[src/rtl/boot_loader.sv]
// Boot-port initiator: assembles host bytes into 32-bit words (MSB first) and
// writes them to consecutive icache addresses while holding the core in boot.
module boot_loader #(
    parameter int unsigned ADDR_W = 8,
    parameter int unsigned LEN_W  = 9
) (
    input  logic              clk,
    input  logic              rst_n,
    input  logic              start,
    input  logic [LEN_W-1:0]  prog_len,
    input  logic              abort,
    input  logic              in_valid,
    input  logic [7:0]        in_data,
    output logic              in_ready,
    output logic              boot_up,
    output logic [ADDR_W-1:0] boot_addr,
    output logic [31:0]       boot_datai,
    output logic              boot_web,
    output logic              busy,
    output logic              done,
    output logic              err,
    output logic [31:0]       checksum
);

    typedef enum logic [1:0] {IDLE, RECV, WRITE, DONE} state_e;

    localparam logic [LEN_W:0] MAX_LEN = (LEN_W + 1)'(1) << ADDR_W;

    state_e            state_q, state_d;
    logic [1:0]        byte_cnt_q, byte_cnt_d;
    logic [31:0]       word_q, word_d;
    logic [ADDR_W-1:0] last_q, last_d;
    logic              in_ready_q, in_ready_d;
    logic              boot_up_q, boot_up_d;
    logic [ADDR_W-1:0] boot_addr_q, boot_addr_d;
    logic [31:0]       boot_datai_q, boot_datai_d;
    logic              boot_web_q, boot_web_d;
    logic              busy_q, busy_d;
    logic              done_q, done_d;
    logic              err_q, err_d;
    logic [31:0]       checksum_q, checksum_d;
    logic              accept;
    logic              len_ok;

    assign accept = in_valid && in_ready_q && !abort;
    assign len_ok = (prog_len != '0) && ({1'b0, prog_len} <= MAX_LEN);

    always_comb begin
        state_d      = state_q;
        byte_cnt_d   = byte_cnt_q;
        word_d       = word_q;
        last_d       = last_q;
        in_ready_d   = in_ready_q;
        boot_up_d    = boot_up_q;
        boot_addr_d  = boot_addr_q;
        boot_datai_d = boot_datai_q;
        boot_web_d   = 1'b1;
        busy_d       = busy_q;
        done_d       = 1'b0;
        err_d        = 1'b0;
        checksum_d   = checksum_q;

        case (state_q)
            IDLE: begin
                if (start) begin
                    if (len_ok) begin
                        // Store the index of the final word so the full-range
                        // length (2^ADDR_W) still fits in ADDR_W bits.
                        last_d      = ADDR_W'(prog_len - LEN_W'(1));
                        checksum_d  = '0;
                        boot_addr_d = '0;
                        byte_cnt_d  = '0;
                        boot_up_d   = 1'b1;
                        in_ready_d  = 1'b1;
                        busy_d      = 1'b1;
                        state_d     = RECV;
                    end else begin
                        err_d = 1'b1;
                    end
                end
            end
            RECV: begin
                if (abort) begin
                    boot_up_d  = 1'b0;
                    in_ready_d = 1'b0;
                    busy_d     = 1'b0;
                    state_d    = IDLE;
                end else if (accept) begin
                    word_d     = {word_q[23:0], in_data};
                    byte_cnt_d = byte_cnt_q + 2'd1;
                    if (byte_cnt_q == 2'd3) begin
                        boot_datai_d = {word_q[23:0], in_data};
                        in_ready_d   = 1'b0;
                        boot_web_d   = 1'b0;
                        state_d      = WRITE;
                    end
                end
            end
            WRITE: begin
                // The write strobe is already low this cycle, so an abort here
                // still lets the word land before returning to IDLE.
                checksum_d = checksum_q + boot_datai_q;
                if (abort) begin
                    boot_up_d = 1'b0;
                    busy_d    = 1'b0;
                    state_d   = IDLE;
                end else if (boot_addr_q == last_q) begin
                    done_d  = 1'b1;
                    busy_d  = 1'b0;
                    state_d = DONE;
                end else begin
                    boot_addr_d = boot_addr_q + ADDR_W'(1);
                    byte_cnt_d  = '0;
                    in_ready_d  = 1'b1;
                    state_d     = RECV;
                end
            end
            DONE: begin
                boot_up_d = 1'b0;
                state_d   = IDLE;
            end
            default: state_d = IDLE;
        endcase
    end

    always_ff @(posedge clk or negedge rst_n) begin
        if (!rst_n) begin
            state_q      <= IDLE;
            byte_cnt_q   <= '0;
            word_q       <= '0;
            last_q       <= '0;
            in_ready_q   <= 1'b0;
            boot_up_q    <= 1'b0;
            boot_addr_q  <= '0;
            boot_datai_q <= '0;
            boot_web_q   <= 1'b1;
            busy_q       <= 1'b0;
            done_q       <= 1'b0;
            err_q        <= 1'b0;
            checksum_q   <= '0;
        end else begin
            state_q      <= state_d;
            byte_cnt_q   <= byte_cnt_d;
            word_q       <= word_d;
            last_q       <= last_d;
            in_ready_q   <= in_ready_d;
            boot_up_q    <= boot_up_d;
            boot_addr_q  <= boot_addr_d;
            boot_datai_q <= boot_datai_d;
            boot_web_q   <= boot_web_d;
            busy_q       <= busy_d;
            done_q       <= done_d;
            err_q        <= err_d;
            checksum_q   <= checksum_d;
        end
    end

    assign in_ready   = in_ready_q;
    assign boot_up    = boot_up_q;
    assign boot_addr  = boot_addr_q;
    assign boot_datai = boot_datai_q;
    assign boot_web   = boot_web_q;
    assign busy       = busy_q;
    assign done       = done_q;
    assign err        = err_q;
    assign checksum   = checksum_q;

endmodule
[config.mk]
export PLATFORM = sky130hd
export DESIGN_NAME = boot_loader
export DESIGN_NICKNAME = d
export VERILOG_FILES = /design/src/rtl/boot_loader.sv
export SDC_FILE = /design/constraint.sdc
export NUM_CORES = 1
export LEC_CHECK = 0
export ABC_AREA = 0
export ABC_CLOCK_PERIOD_IN_PS = 3000
export CAP_MARGIN = 20
export CELL_PAD_IN_SITES_DETAIL_PLACEMENT = 1
export CELL_PAD_IN_SITES_GLOBAL_PLACEMENT = 2
export CORE_MARGIN = 2
export CORE_UTILIZATION = 30
export CTS_BUF_LIST = sky130_fd_sc_hd__clkbuf_2
export CTS_CLUSTER_SIZE = 8
export DETAILED_ROUTE_END_ITERATION = 8
export PLACE_DENSITY = 0.82
export REMOVE_ABC_BUFFERS = 1
export SLEW_MARGIN = 20
export SYNTH_ARGS = -nofsm -noshare
export SYNTH_HDL_FRONTEND = slang
export SYNTH_SLANG_ARGS = --single-unit
[constraint.sdc]
create_clock -name clk -period 3 [get_ports clk]
set_input_delay 0.6 -clock clk [delete_from_list [all_inputs] [get_ports clk]]
set_output_delay 0.6 -clock clk [all_outputs]
set_load 0.01 [all_outputs]
==> results of run 1 <==
final cells by class:
cell class | count | area [µm²] | share of cell area
Tap cell | 275 | 344 | 0.0411
Multi-Input combinational cell | 497 | 3360 | 0.402
Timing Repair Buffer | 165 | 1510 | 0.180
Inverter | 19 | 71.3 | 0.00851
Clock buffer | 17 | 85.1 | 0.0102
Clock inverter | 14 | 146 | 0.0175
Antenna cell | 1 | 2.50 | 0.000299
Sequential cell | 114 | 2850 | 0.341
worst max path at each step:
stage | start | to | cells after the start
2_1_floorplan | prog_len[3] | checksum[30]$_DFFE_PN0P_ | 8
3_3_place_gp | prog_len[3] | boot_addr[5]$_DFFE_PN0P_ | 10
3_5_place_dp | prog_len[3] | boot_addr[7]$_DFFE_PN0P_ | 10
4_1_cts | boot_datai[0]$_DFFE_PN0P_ | checksum[16]$_DFFE_PN0P_ | 12
5_1_grt | checksum[16]$_DFFE_PN0P_ | checksum[31]$_DFFE_PN0P_ | 11
6_report | checksum[16]$_DFFE_PN0P_ | checksum[31]$_DFFE_PN0P_ | 11
logic make-up after synthesis:
kind of cell	count (synthesis)	synth area share
flip-flops	114	0.450
buffers and inverters	41	0.0292
XOR/XNOR	41	0.0567
adder cells (fa/ha/maj)	41	0.0821
AO/OA/AOI/OAI	160	0.161
multiplexers	33	0.0586
AND/OR/NAND/NOR	222	0.162
sequential cells by signal, summed over array words and instances (netlist names):
name        cells
in_ready        1
boot_web        1
state_q         2
boot_datai     32
busy            1
boot_up         1
boot_addr       8
last_q          8
word_q         24
done            1
byte_cnt_q      2
checksum       32
err             1
what timing repair did:
action / 4_1_cts / 5_1_grt
resized for setup: 3 / 13
pin swaps: 0 / 7
setup buffers: 0 / 3
hold buffers: 1 / 0
setup endpoints to repair: 3 / 5
hold endpoints to repair: 51 / 0
routing by layer:
metal / vias to the layer above / track usage / share of wire
met5: - / 0 / 0
met4: 0 / 0.0543 / 0.012
met3: 16 / 0.0352 / 0.044
met2: 108 / 0.287 / 0.48
met1: 2678 / 0.227 / 0.47
li1: 2630 / - / -
cell usage in the layout, fill, tap and decap left out, types with 3 or more instances in the layout:
master and instances:
a21o_1 15, a21oi_1 27, a22o_1 8, a31oi_1 6, a32o_1 4, and2_1 3
and3_1 4, buf_4 64, bufinv_16 3, clkbuf_2 17, clkdlybuf4s50_1 98, clkinv_1 6
clkinv_2 3, clkinvlp_4 3, dfrtp_1 113, ha_1 39, inv_1 18, mux2_2 33
nand2_1 129, nand2b_1 8, nand3_1 9, nand4_1 8, nor2_1 28, nor2b_1 4
nor3_1 4, nor4_1 4, o211ai_1 3, o21a_1 3, o21ai_0 37, o21ai_1 23
o21bai_1 3, o31ai_1 5, or2_2 4, or3_1 5, xnor2_1 20, xor2_1 20
worst max-delay path: stages (launching register included):
cell and delay (ns):
dfrtp_1 0.46, ha_1 0.41, a21oi_1 0.11, o21ai_0 0.32, buf_4 0.19, o2111ai_1 0.14, a211oi_1 0.26, a211oi_2 0.10
a31oi_2 0.29, xnor2_2 0.11, or3_1 0.35, o21ai_0 0.08
stage by stage:
step	hold slack, ns	cells
finish	0.477	1102
global route	0.419	1102
CTS	0.412	1098
detailed placement	0.478	1066
global placement	0.477	1066
floorplan	0.304	630
power groups by stage:
stage	Sequential, mW	Clock, mW	Combinational (mW)
after floorplan	2.16	0	0.833
after global placement	2.20	0	1.60
after detailed placement	2.21	0	1.65
after CTS	2.18	1.09	1.66
after global routing	2.21	1.17	1.85
final	2.17	1.05	1.65
==> flow_summary.json, run 1 <==
{
  "fin_util": 0.401,
  "status": "complete, no violations",
  "maxCapViolCount": 0,
  "pre_cts_slack_ns": -0.275,
  "htreeDepth": 4,
  "drc": 0,
  "drv_slew": 0,
  "period_share": 0.962,
  "post_dp_cell_area_um2": 8050,
  "async_reset_ff_frac": 1.00,
  "r2r_slack_ns": 0.11,
  "fp-row-count": 53,
  "tns_ns": 0,
  "synthTopCellsByCount": "129 x nand2_1, 113 x dfrtp_1, 40 x ha_1",
  "yosys.area.top_type": "dfrtp_1",
  "clock.fmax_mhz": 346,
  "gp_congestion": 0.865,
  "die_w_um": 149,
  "routed_wirelength_mm": 18.5,
  "worst_clock_skew_ns": 0.0243,
  "synth-seq-area-share": 0.450,
  "rr_worst_depth": 11,
  "post-synth-top-count-cell": "nand2_1",
  "slew_headroom": 0.494,
  "grt_pass1_wl_mm": 29.9,
  "syn_to_final_growth_pct": 32.2,
  "wl_per_cell_um": 16.8,
  "first_iter_violations": 188,
  "seqPwrFrac": 0.445,
  "fillCellCount": 2413,
  "yosys_warnings": 0,
  "ys_types": 62,
  "power_switching_mw": 1.76,
  "synth.avg_cell_area_um2": 9.72,
  "cp.arrival_ns": 3.52,
  "fin_area_um2": 8380,
  "clock-sinks": 114,
  "p_leak_nw": 3.98,
  "peakVddDrop_mv": 0.195,
  "p_total_mw": 4.87,
  "grtUsageTotal": 0.173,
  "cts_tree": "done",
  "antenna_found_initial": 1,
  "r2r_end": "checksum[31]$_DFFE_PN0P_",
  "grt_max_degree": 56,
  "insertion_delay_ns": 0.70,
  "hpwl_mm": 14.3,
  "worstSetupPathType": "reg -> reg",
  "fin_ws_ns": 0.113,
  "synth_seq_cells": 114,
  "p_comb_frac": 0.340,
  "first_pass_iters": 4,
  "synth_ff_type": "dfrtp_1",
  "setup_violations": 0,
  "die_area_um2": 22300,
  "ios": 100,
  "end_kind": "register",
  "post-route-min-period_ns": 2.89,
  "port-buffer-count": 99,
  "power_density_nw_per_um2": 582,
  "synth_area_um2": 6340,
  "required_ns": 3.63,
  "internal_power_mw": 3.12,
  "hold_violations": 0,
  "hold_path.class": "in -> async",
  "gr-total-overflow": 0,
  "grt_pass1_vias": 5618,
  "rr_startpoint": "checksum[16]$_DFFE_PN0P_",
  "fp.coreArea_um2": 20900,
  "synth_cells": 652,
  "pwr-share-clk": 0.216,
  "fp.dieH_um": 149,
  "vias": 5432,
  "antenna_left": 0,
  "worst_slew_pin_slew_ns": 0.759,
  "start_util": 0.303,
  "clkTransAtPathRegs_ns": 0.18,
  "cts_buffers": 17,
  "yosysTopAreaCellShare": 0.446,
  "ctsRootBufferMaster": "clkbuf_2",
  "drive_gt1_frac": 0.179,
  "crit_path_max_fanout": 7,
  "switching_share": 0.360,
  "cts.path.max_buffers": 2,
  "startpoint_type": "register",
  "rsz0062_at_grt": "yes",
  "synth_area_leaders": "dfrtp_1 45%, ha_1 7.9%, nand2_1 7.6%",
  "nets": 877,
  "synth_edf_count": 0,
  "via_per_inst": 4.93
}
(Power assumes the default switching activity.)
==> run 2, diff against run 1 <==
- SLEW_MARGIN: 20 -> 10
==> results of run 2 <==
The final DEF is identical to that of run 1; final timing and power are the same.
